[config.mk]
export PLATFORM = sky130hd
export DESIGN_NAME = seg_scan_controller
export DESIGN_NICKNAME = d
export VERILOG_FILES = /design/src/rtl/seg_pkg.sv /design/src/rtl/seg_scan_controller_hex_to_seg.sv /design/src/rtl/seg_scan_controller.sv
export SDC_FILE = /design/constraint.sdc
export NUM_CORES = 1
export LEC_CHECK = 0
export CAP_MARGIN = 5
export CORE_ASPECT_RATIO = 0.7
export CORE_MARGIN = 2
export CORE_UTILIZATION = 30
export CTS_CLUSTER_DIAMETER = 50
export DETAILED_ROUTE_END_ITERATION = 7
export MAX_ROUTING_LAYER = met4
export PLACE_DENSITY_LB_ADDON = 0.15
export SETUP_SLACK_MARGIN = 0.15
export SKIP_LAST_GASP = 1
export SYNTH_ARGS = -nofsm -noshare
export SYNTH_HDL_FRONTEND = slang
export SYNTH_SLANG_ARGS = --single-unit
[constraint.sdc]
create_clock -name clk -period 2.66 [get_ports clk]
set_clock_uncertainty 0.1 [all_clocks]
set_input_delay 0.399 -clock clk [delete_from_list [all_inputs] [get_ports clk]]
set_output_delay 0.399 -clock clk [all_outputs]
set_load 0.02 [all_outputs]
[src/rtl/seg_pkg.sv]
// Shared constants, scan states and the active-low hex pattern table
// used by the multiplexed seven-segment scanner.
package seg_pkg;

    localparam logic [6:0] SEG_OFF = 7'h7F;
    localparam logic [7:0] AN_OFF  = 8'hFF;

    typedef enum logic [1:0] {
        IDLE,
        BLANK,
        SHOW
    } scan_state_e;

    // Segment order is g..a (bit 6 = g), active-low; entry 15 is listed first.
    localparam logic [15:0][6:0] HEX_SEG = {
        7'h0E, 7'h06, 7'h21, 7'h46, 7'h03, 7'h08, 7'h10, 7'h00,
        7'h78, 7'h02, 7'h12, 7'h19, 7'h30, 7'h24, 7'h79, 7'h40
    };

endpackage

[src/rtl/seg_scan_controller_hex_to_seg.sv]
// Combinational 4-bit hex to active-low seven-segment decoder.
module hex_to_seg
    import seg_pkg::*;
(
    input  logic [3:0] hex_i,
    output logic [6:0] seg_o
);

    assign seg_o = HEX_SEG[hex_i];

endmodule

[src/rtl/seg_scan_controller.sv]
// Scans a double-buffered hex frame across NUM_DIGITS common-anode digits
// on one shared active-low segment bus, swapping frames only at frame boundaries.
module seg_scan_controller
    import seg_pkg::*;
#(
    parameter int CLK_HZ       = 100_000_000,
    parameter int FRAME_HZ     = 1000,
    parameter int NUM_DIGITS   = 8,
    parameter int BLANK_CYCLES = 16
) (
    input  logic                    clk,
    input  logic                    rst_n,
    input  logic                    enable,
    input  logic                    wr_valid,
    output logic                    wr_ready,
    input  logic [4*NUM_DIGITS-1:0] wr_digits,
    input  logic [NUM_DIGITS-1:0]   wr_blank,
    output logic [6:0]              seg,
    output logic [7:0]              an,
    output logic                    frame_done
);

    localparam int DIGIT_CYCLES = CLK_HZ / (FRAME_HZ * NUM_DIGITS);
    localparam int CW           = (DIGIT_CYCLES > 1) ? $clog2(DIGIT_CYCLES) : 1;

    localparam logic [CW-1:0] CNT_LAST       = CW'(DIGIT_CYCLES - 1);
    localparam logic [CW-1:0] CNT_BLANK_LAST = CW'((BLANK_CYCLES > 0) ? BLANK_CYCLES - 1 : 0);
    localparam logic [2:0]    IDX_LAST       = 3'(NUM_DIGITS - 1);

    if (NUM_DIGITS < 1 || NUM_DIGITS > 8) begin : g_bad_num_digits
        $error("seg_scan_controller: NUM_DIGITS must be in 1..8");
    end
    if (DIGIT_CYCLES < 2) begin : g_bad_digit_cycles
        $error("seg_scan_controller: DIGIT_CYCLES must be at least 2");
    end
    if (BLANK_CYCLES >= DIGIT_CYCLES) begin : g_bad_blank_cycles
        $error("seg_scan_controller: BLANK_CYCLES must be below DIGIT_CYCLES");
    end

    scan_state_e             state_q, state_d;
    logic [2:0]              idx_q, idx_d;
    logic [CW-1:0]           cnt_q, cnt_d;

    logic [4*NUM_DIGITS-1:0] active_digits_q, shadow_digits_q;
    logic [NUM_DIGITS-1:0]   active_blank_q, shadow_blank_q;
    logic                    pending_q;

    logic [6:0]              seg_q, seg_d;
    logic [7:0]              an_q, an_d;

    logic                    frameEnd;
    logic                    wrFire;
    logic                    doSwap;
    logic [3:0]              curDigit;
    logic                    curBlank;
    logic [6:0]              curSeg;

    assign frameEnd   = (state_q == SHOW) && (cnt_q == CNT_LAST) && (idx_q == IDX_LAST) && enable;
    assign wrFire     = wr_valid && !pending_q;
    // A dark display (IDLE) can take the new frame at once; otherwise wait for the boundary.
    assign doSwap     = pending_q && (frameEnd || (state_q == IDLE));

    assign wr_ready   = !pending_q;
    assign frame_done = frameEnd;
    assign seg        = seg_q;
    assign an         = an_q;

    always_comb begin
        state_d = state_q;
        idx_d   = idx_q;
        cnt_d   = cnt_q;
        if (!enable) begin
            state_d = IDLE;
            idx_d   = '0;
            cnt_d   = '0;
        end else begin
            case (state_q)
                IDLE: begin
                    idx_d = '0;
                    cnt_d = '0;
                    if (BLANK_CYCLES > 0) state_d = BLANK;
                    else                  state_d = SHOW;
                end
                BLANK: begin
                    cnt_d = cnt_q + 1'b1;
                    if (cnt_q == CNT_BLANK_LAST) state_d = SHOW;
                end
                SHOW: begin
                    if (cnt_q == CNT_LAST) begin
                        cnt_d = '0;
                        idx_d = (idx_q == IDX_LAST) ? 3'd0 : idx_q + 3'd1;
                        if (BLANK_CYCLES > 0) state_d = BLANK;
                    end else begin
                        cnt_d = cnt_q + 1'b1;
                    end
                end
                default: state_d = IDLE;
            endcase
        end
    end

    always_ff @(posedge clk or negedge rst_n) begin
        if (!rst_n) begin
            state_q <= IDLE;
            idx_q   <= '0;
            cnt_q   <= '0;
        end else begin
            state_q <= state_d;
            idx_q   <= idx_d;
            cnt_q   <= cnt_d;
        end
    end

    always_ff @(posedge clk or negedge rst_n) begin
        if (!rst_n) begin
            shadow_digits_q <= '0;
            shadow_blank_q  <= '0;
            active_digits_q <= '0;
            active_blank_q  <= '1;
            pending_q       <= 1'b0;
        end else begin
            if (wrFire) begin
                shadow_digits_q <= wr_digits;
                shadow_blank_q  <= wr_blank;
            end
            if (doSwap) begin
                active_digits_q <= shadow_digits_q;
                active_blank_q  <= shadow_blank_q;
            end
            pending_q <= wrFire || (pending_q && !doSwap);
        end
    end

    always_comb begin
        curDigit = '0;
        curBlank = 1'b1;
        for (int i = 0; i < NUM_DIGITS; i++) begin
            if (idx_q == 3'(i)) begin
                curDigit = active_digits_q[4*i +: 4];
                curBlank = active_blank_q[i];
            end
        end
    end

    hex_to_seg u_hex_to_seg (
        .hex_i (curDigit),
        .seg_o (curSeg)
    );

    // Gating on enable darkens the anodes on the very next edge after enable drops.
    always_comb begin
        seg_d = SEG_OFF;
        an_d  = AN_OFF;
        if (enable && (state_q == SHOW) && !curBlank) begin
            an_d  = ~(8'h01 << idx_q);
            seg_d = curSeg;
        end
    end

    always_ff @(posedge clk or negedge rst_n) begin
        if (!rst_n) begin
            seg_q <= SEG_OFF;
            an_q  <= AN_OFF;
        end else begin
            seg_q <= seg_d;
            an_q  <= an_d;
        end
    end

endmodule

==> results.yml <==
power:
  power.density_cell_area_nw_per_um2: 963
  p_clk_frac: 0.344
  p_int_mw: 5.09
  p_seq_frac: 0.401
  power.switching_fraction: 0.287
  power_switching_mw: 2.05
  worst_ir_drop_vdd_mv: 0.454
  comb_power_share: 0.256
  p_leak_nw: 3.04
logic_synthesis:
  synth-warning-count: 0
  synth-async-reset-ratio: 1.00
  synth_seq_area_share: 0.533
  synth_enable_flop_cells: 0
  synth_area_per_cell_um2: 12.0
  number_of_flip_flops_and_latches_in_the_synthesized_netlist: 115
  ys_dominant_reg_cell: "sky130_fd_sc_hd__dfrtp_1"
  syn_nets: 516
  syn_area_um2: 5460
  netlist_instances: 455
  ys_types: 56
drt:
  post-route-drc-count: 0
  dr.first_iter.drc_count: 247
  wl_per_cell_um: 16.2
  drt_pass1_iterations: 4
  count_of_vias_placed_by_the_detailed_router: 3846
  drt_wl_total_mm: 12.9
  post_drt_via_cell_ratio: 4.84
  drtAntennaViolNets: 0
clock_tree:
  cts_buf_count: 17
  root_buffer: "sky130_fd_sc_hd__clkbuf_16"
  numClockSinks: 115
  htree_num_levels: 4
  cts_max_path_buffers: 2
  tritoncts: "built"
  clock_pin_slew_of_the_registers_on_the_worst_case_setup_and_hold_paths_ns: 0.06
  clk-insertion-delay-late_ns: 0.41
run:
  max_cap_viol_count: 0
global_routing:
  maximum_number_of_pins_on_one_net_before_global_route_repair: 67
  grt_pass1_wl_mm: 21.0
  grt_pass1_vias: 3904
  track_usage: 0.147
  grt_antenna_before_repair: 0
  global_route.overflow_total: 0
hold_path:
  worst_hold_path_type: "input port to async pin"
sta:
  final.hold.worst_slack_ns: 0.320
  final_period_minus_worst_setup_slack_ns: 2.51
  timing.final.setup_violations: 0
  period_share: 0.942
  hold_viol_final: 0
  fmaxAchievable_ghz: 0.399
  report.final.slew_viol_count: 0
  grt_setup_unrepaired: "yes"
  timing.slew.headroom: 0.647
  worst_slew_pin_slew_ns: 0.529
final_layout:
  flow.area_growth_from_synthesis_pct: 35.7
  seq_area_um2: 2910
  utilization_of_the_core_after_routing: 0.414
  finalNetCount: 607
  fillCellCount: 1652
  drive_gt1_frac: 0.386
  n_antenna_cell: 0
  combined_area_of_the_multi_input_logic_cells_um2: 2540
die:
  dieWidth_um: 165
  fp-row-count: 41
  design.portCount: 61
  die_area_um2: 19300
  core_region_area_um2: 17900
  floorplan.initialDensity: 0.305
  die_y_um: 117
setup_path:
  cp-end-kind: "register"
  setup.worst_path.class: "register to register"
  worstPathArrival_ns: 2.72
  worstPathRequired_ns: 2.88
  critPathMaxFanout: 6
  cp-start-kind: "register"
placed_design:
  place_hpwl_mm: 9.12
  io_buffers: 60
  finalWeightedCongestion: 0.807
outcome:
  status: "completed"
worst max-delay path: stages (launching register included):
cell,delay [ns]
sky130_fd_sc_hd__dfrtp_2,0.46
sky130_fd_sc_hd__ha_4,0.19
sky130_fd_sc_hd__ha_4,0.16
sky130_fd_sc_hd__buf_4,0.13
sky130_fd_sc_hd__buf_4,0.15
sky130_fd_sc_hd__a21o_1,0.15
sky130_fd_sc_hd__o311a_1,0.12
sky130_fd_sc_hd__o22ai_2,0.18
sky130_fd_sc_hd__o21ai_2,0.11
sky130_fd_sc_hd__buf_4,0.15
sky130_fd_sc_hd__ha_2,0.19
sky130_fd_sc_hd__nor4b_2,0.27
sky130_fd_sc_hd__a211oi_1,0.07
cells in the mapped netlist (5+ instances only):
master                     count  area share
sky130_fd_sc_hd__a21o_1        5      0.0069
sky130_fd_sc_hd__a21oi_1      22       0.020
sky130_fd_sc_hd__a31oi_1       5      0.0057
sky130_fd_sc_hd__and2_1        5      0.0057
sky130_fd_sc_hd__buf_2         5      0.0046
sky130_fd_sc_hd__clkbuf_1     14      0.0096
sky130_fd_sc_hd__dfrtp_1      92        0.42
sky130_fd_sc_hd__dfstp_2      23        0.11
sky130_fd_sc_hd__ha_1         17       0.039
sky130_fd_sc_hd__inv_1        20       0.014
sky130_fd_sc_hd__mux2_2       77        0.16
sky130_fd_sc_hd__mux2i_1       5      0.0092
sky130_fd_sc_hd__nand2_1      27       0.019
sky130_fd_sc_hd__nand3_1      16       0.015
sky130_fd_sc_hd__nand3b_1      8       0.011
sky130_fd_sc_hd__nor2_1       17       0.012
sky130_fd_sc_hd__nor3_1        5      0.0046
sky130_fd_sc_hd__o21ai_0       6      0.0055
sky130_fd_sc_hd__o221ai_1      6      0.0096
cells in the final DEF (no fill, tap or decap), types with 5 or more instances in the layout:
master	synthesis	routed
sky130_fd_sc_hd__nand3b_1	8	8
sky130_fd_sc_hd__dfrtp_1	92	89
sky130_fd_sc_hd__mux2_2	77	77
sky130_fd_sc_hd__ha_1	17	9
sky130_fd_sc_hd__o221ai_1	6	5
sky130_fd_sc_hd__a31oi_1	5	5
sky130_fd_sc_hd__ha_4	0	7
sky130_fd_sc_hd__nand2_1	27	25
sky130_fd_sc_hd__a21o_1	5	5
sky130_fd_sc_hd__dfstp_2	23	23
sky130_fd_sc_hd__clkinv_4	0	5
sky130_fd_sc_hd__nor3_1	5	5
sky130_fd_sc_hd__mux2i_1	5	5
sky130_fd_sc_hd__o21ai_1	4	5
sky130_fd_sc_hd__inv_1	20	15
sky130_fd_sc_hd__nor2_1	17	14
sky130_fd_sc_hd__a21oi_1	22	22
sky130_fd_sc_hd__clkdlybuf4s50_1	0	58
sky130_fd_sc_hd__buf_4	4	33
sky130_fd_sc_hd__nand3_1	16	15
sky130_fd_sc_hd__clkbuf_16	0	17
path summary, 6_finish.rpt:
check / start / end / slack (ns) / depth (start not counted)
min reg2reg: active_digits_q[7]$_DFFE_PN0P_ / active_digits_q[7]$_DFFE_PN0P_ / 0.39 / 1
min: rst_n / cnt_q[0]$_DFFE_PN0P_ / 0.32 / 2
max reg2reg: idx_q[0]$_DFFE_PN0P_ / seg[0]$_DFF_PN1_ / 0.15 / 12
max in group asynchronous: rst_n / seg[4]$_DFF_PN1_ / 1.42 / 3
max: idx_q[0]$_DFFE_PN0P_ / seg[0]$_DFF_PN1_ / 0.15 / 12
min in group clk: active_digits_q[7]$_DFFE_PN0P_ / active_digits_q[7]$_DFFE_PN0P_ / 0.39 / 1
timing repair:
item                                    CTS  global route
endpoints found under the setup margin    8            48
buffers inserted                          4             6
gates resized for setup                  21            32
endpoints found under the hold margin    19             0
pin swaps                                 4             8
hold buffers                              1             0
gates cloned                              0             1
power groups by stage:
stage	Sequential (mW)	Combinational [mW]	Clock (mW)
CTS	2.87	1.75	2.49
floorplan	2.67	1.29	0
global route	2.95	2.00	2.61
global placement	2.88	1.63	0
detailed placement	2.89	1.66	0
finish	2.86	1.82	2.45
per-layer routing:
metal	up-vias	track usage	part of all wire	wire, um
met1	1908	0.221	0.55	7020
li1	1843	-	-	-
met4	0	0.0388	0.0077	99
met2	86	0.193	0.40	5160
met5	-	-	0	0
met3	9	0.0377	0.046	597
logic make-up (layout without fill, tap and decap cells):
kind of cell,Yosys count,after routing,synth area share
muxes,85,85,0.174
DFF,115,115,0.533
adders and majority gates,17,17,0.0390
buffers and inverters,47,151,0.0390
and+or+nand+nor,106,106,0.105
AOI/OAI and AO/OA,83,83,0.108
xor gates and xnor gates,2,2,0.00321
flip-flops by register name, summed over array words and instances (netlist names):
signal and count:
active_digits_q 32, shadow_digits_q 32, cnt_q 14, active_blank_q 8
an 8, shadow_blank_q 8, seg 7, idx_q 3
state_q 2, pending_q 1
stage by stage:
step                setup slack, ns  cells  TNS, ns  cell area, um^2  total power [mW]
floorplan                     0.158    455        0             5480              3.96
global placement             0.0728    751        0             6490              4.50
detailed placement          -0.0473    751  -0.0781             6490              4.55
CTS                           0.129    788        0             7230              7.11
global route                 0.0612    795        0             7410              7.56
finish                        0.154    795        0             7410              7.13
cell type report:
| type | instances | area share |
|---|---|---|
| well taps | 236 | 0.0399 |
| clock inverters | 14 | 0.0272 |
| clock buffers | 18 | 0.0593 |
| flip-flops and latches | 115 | 0.393 |
| inverters | 21 | 0.0111 |
| multi-input cells | 293 | 0.343 |
| repair buffers | 98 | 0.127 |
Note: power is estimated with default switching activity, not from simulation.
==> patch, RTL diff (config.mk and constraints unchanged) <==
Reset style: synchronous (`rst_n`), changed in 3 clocked blocks.
--- a/src/rtl/seg_scan_controller.sv
+++ b/src/rtl/seg_scan_controller.sv
@@ -99,7 +99,7 @@
         end
     end
 
-    always_ff @(posedge clk or negedge rst_n) begin
+    always_ff @(posedge clk) begin
         if (!rst_n) begin
             state_q <= IDLE;
             idx_q   <= '0;
@@ -111,7 +111,7 @@
         end
     end
 
-    always_ff @(posedge clk or negedge rst_n) begin
+    always_ff @(posedge clk) begin
         if (!rst_n) begin
             shadow_digits_q <= '0;
             shadow_blank_q  <= '0;
@@ -157,7 +157,7 @@
         end
     end
 
-    always_ff @(posedge clk or negedge rst_n) begin
+    always_ff @(posedge clk) begin
         if (!rst_n) begin
             seg_q <= SEG_OFF;
             an_q  <= AN_OFF;
Function: differs if rst_n is asserted again (counterexample within 4 cycles, from zero or initial values and one cycle with rst_n low); with rst_n held inactive, the same outputs for 10 cycles.
==> patch against the original RTL <==
  * Setup slack better by 0.076 ns
  * Synthesized area down 6.3%
  * Sequential share of layout area down 6.1 points
  * Sequential cell count unchanged
  * Global-route usage up 0.98 points
  * Critical endpoint is now seg[3]
  * Design area down 6.1%
  * Wire length up 1.7%
  * Non-clock buffer count up 6
Power is not compared: it rests on default switching activity, and its combinational part moved more than twofold at a synthesized area within 25%.
==> patch: results (changes against the original RTL) <==
| Metric | Value |
|---|---|
| Worst hold path type | in2reg |
| Met1 wire length | 7070 µm (+0.73%) |
| Met2 wire len | 5340 µm (+3.6%) |
| DR iter-0 viols | 267 (+8.1%) |
| Maximum VDD drop | 0.000280 V |
| Dpl cells | 904 (+20%) |
| Outcome | complete, no violations |
| Largest regs | active_digits_q x32, shadow_digits_q x32, cnt_q x14 |
| Hold slack | 0.272 ns (-0.0477 ns) |
| Filler instances | 1677 (+1.5%) |
| Crit-path max FO | 8 (+2) |
| Post-synthesis compound-gate area fraction | 18.5% (+7.8 points) |
| Syn_nets | 683 (+32%) |
| P_leak | 2.56 nW |
| DR top layer | met4 |
| Hold Crit Start | rst_n |
| CP max stage cell | dfxtp_4 |
| Netlist cell types | 51 (-8.9%) |
| Multiplexer area fraction after synthesis | 1.79% (-16 points) |
| R2R depth | 11 (-1) |
| Sequential-to-total area share from yosys stat | 45.0% (-8.2 points) |
| Layout cells sized above 1 | 15.4% (-23 points) |
| Syn_area_per_cell | 8.22 µm² (-31%) |
| Critical R2R Capture | seg[3] |
| Dpl hpwl | 9400 µm (+3.0%) |
| Total number of vias | 4349 (+13%) |
| Routed WL per cell | 13.9 µm (-14%) |
| Commonest cells post-synth | 188 x nand2_1, 115 x dfxtp_1, 44 x a21boi_0 |
| First-pass GRT wire length | 21800 µm (+3.6%) |
| Flop2flop setup slack | 0.23 ns (+0.08 ns) |
| Pre-CTS setup slack | -0.0751 ns (-0.0279 ns) |
| Post-Synth XOR/XNOR Area | 2.06% (+1.7 points) |
| Adder-Cell Fraction of Synth Area | 4.16% (+0.26 points) |
| RD Place Congestion | 0.847 (+4.9%) |
| CTS Root Cell | clkbuf_16 |
| CP startpoint | idx_q[1] |
| Met3 WL | 579 µm (-3.0%) |
| Synth top area cells | dfxtp_1 45%, nand2_1 14%, a21boi_0 6.5%, a21boi_1 4.6%, ha_1 4.2% |
| Vias in the first global route | 4280 (+9.6%) |
| Non-Filler Instances | 945 (+19%) |
| CP arrival | 2.63 ns (-0.09 ns) |
| Async SR Flop Fraction | 0% (-100 points) |
| Ys flop type | dfxtp_1 |
| Pin count of the biggest net entering global routing | 82 (+22%) |
| Slowest stage delay, CP | 0.37 ns (-0.09 ns) |
| Period utilisation layout | 91.3% (-2.9 points) |
| Final net count | 768 (+27%) |
| Total Routing Usage GR | 15.7% (+0.98 points) |
| Least-Margin Pin Slew | 0.647 ns (+0.119 ns) |
[patch: what timing repair did]
item,4_1_cts,5_1_grt
hold buffers,0,0
resized for setup,18,35
endpoints found under the setup margin,8,20
hold endpoints to repair,0,0
pin swaps,2,7
buffers inserted,3,6
[patch: routing by layer]
layer | global-route usage, % | vias to the layer above
met1 | 22.1 | 2022
met4 | 4.50 | 0
met5 | - | -
met3 | 4.99 | 10
li1 | - | 2250
met2 | 21.3 | 67
[patch: layout make-up]
cell class / instances / area, µm² / share of cell area [%]
inverters: 19 / 75.1 / 1.08
clock inverters: 10 / 133 / 1.91
multi-input cells: 450 / 2750 / 39.5
clock buffers: 22 / 454 / 6.53
flip-flops and latches: 115 / 2310 / 33.2
repair buffers: 104 / 956 / 13.7
well taps: 225 / 282 / 4.05
[patch: power by group]
group	internal (mW)	switching, mW
logic	0.149	0.151
registers	1.79	0.0400
clock network	1.49	0.790
total	3.42	0.981
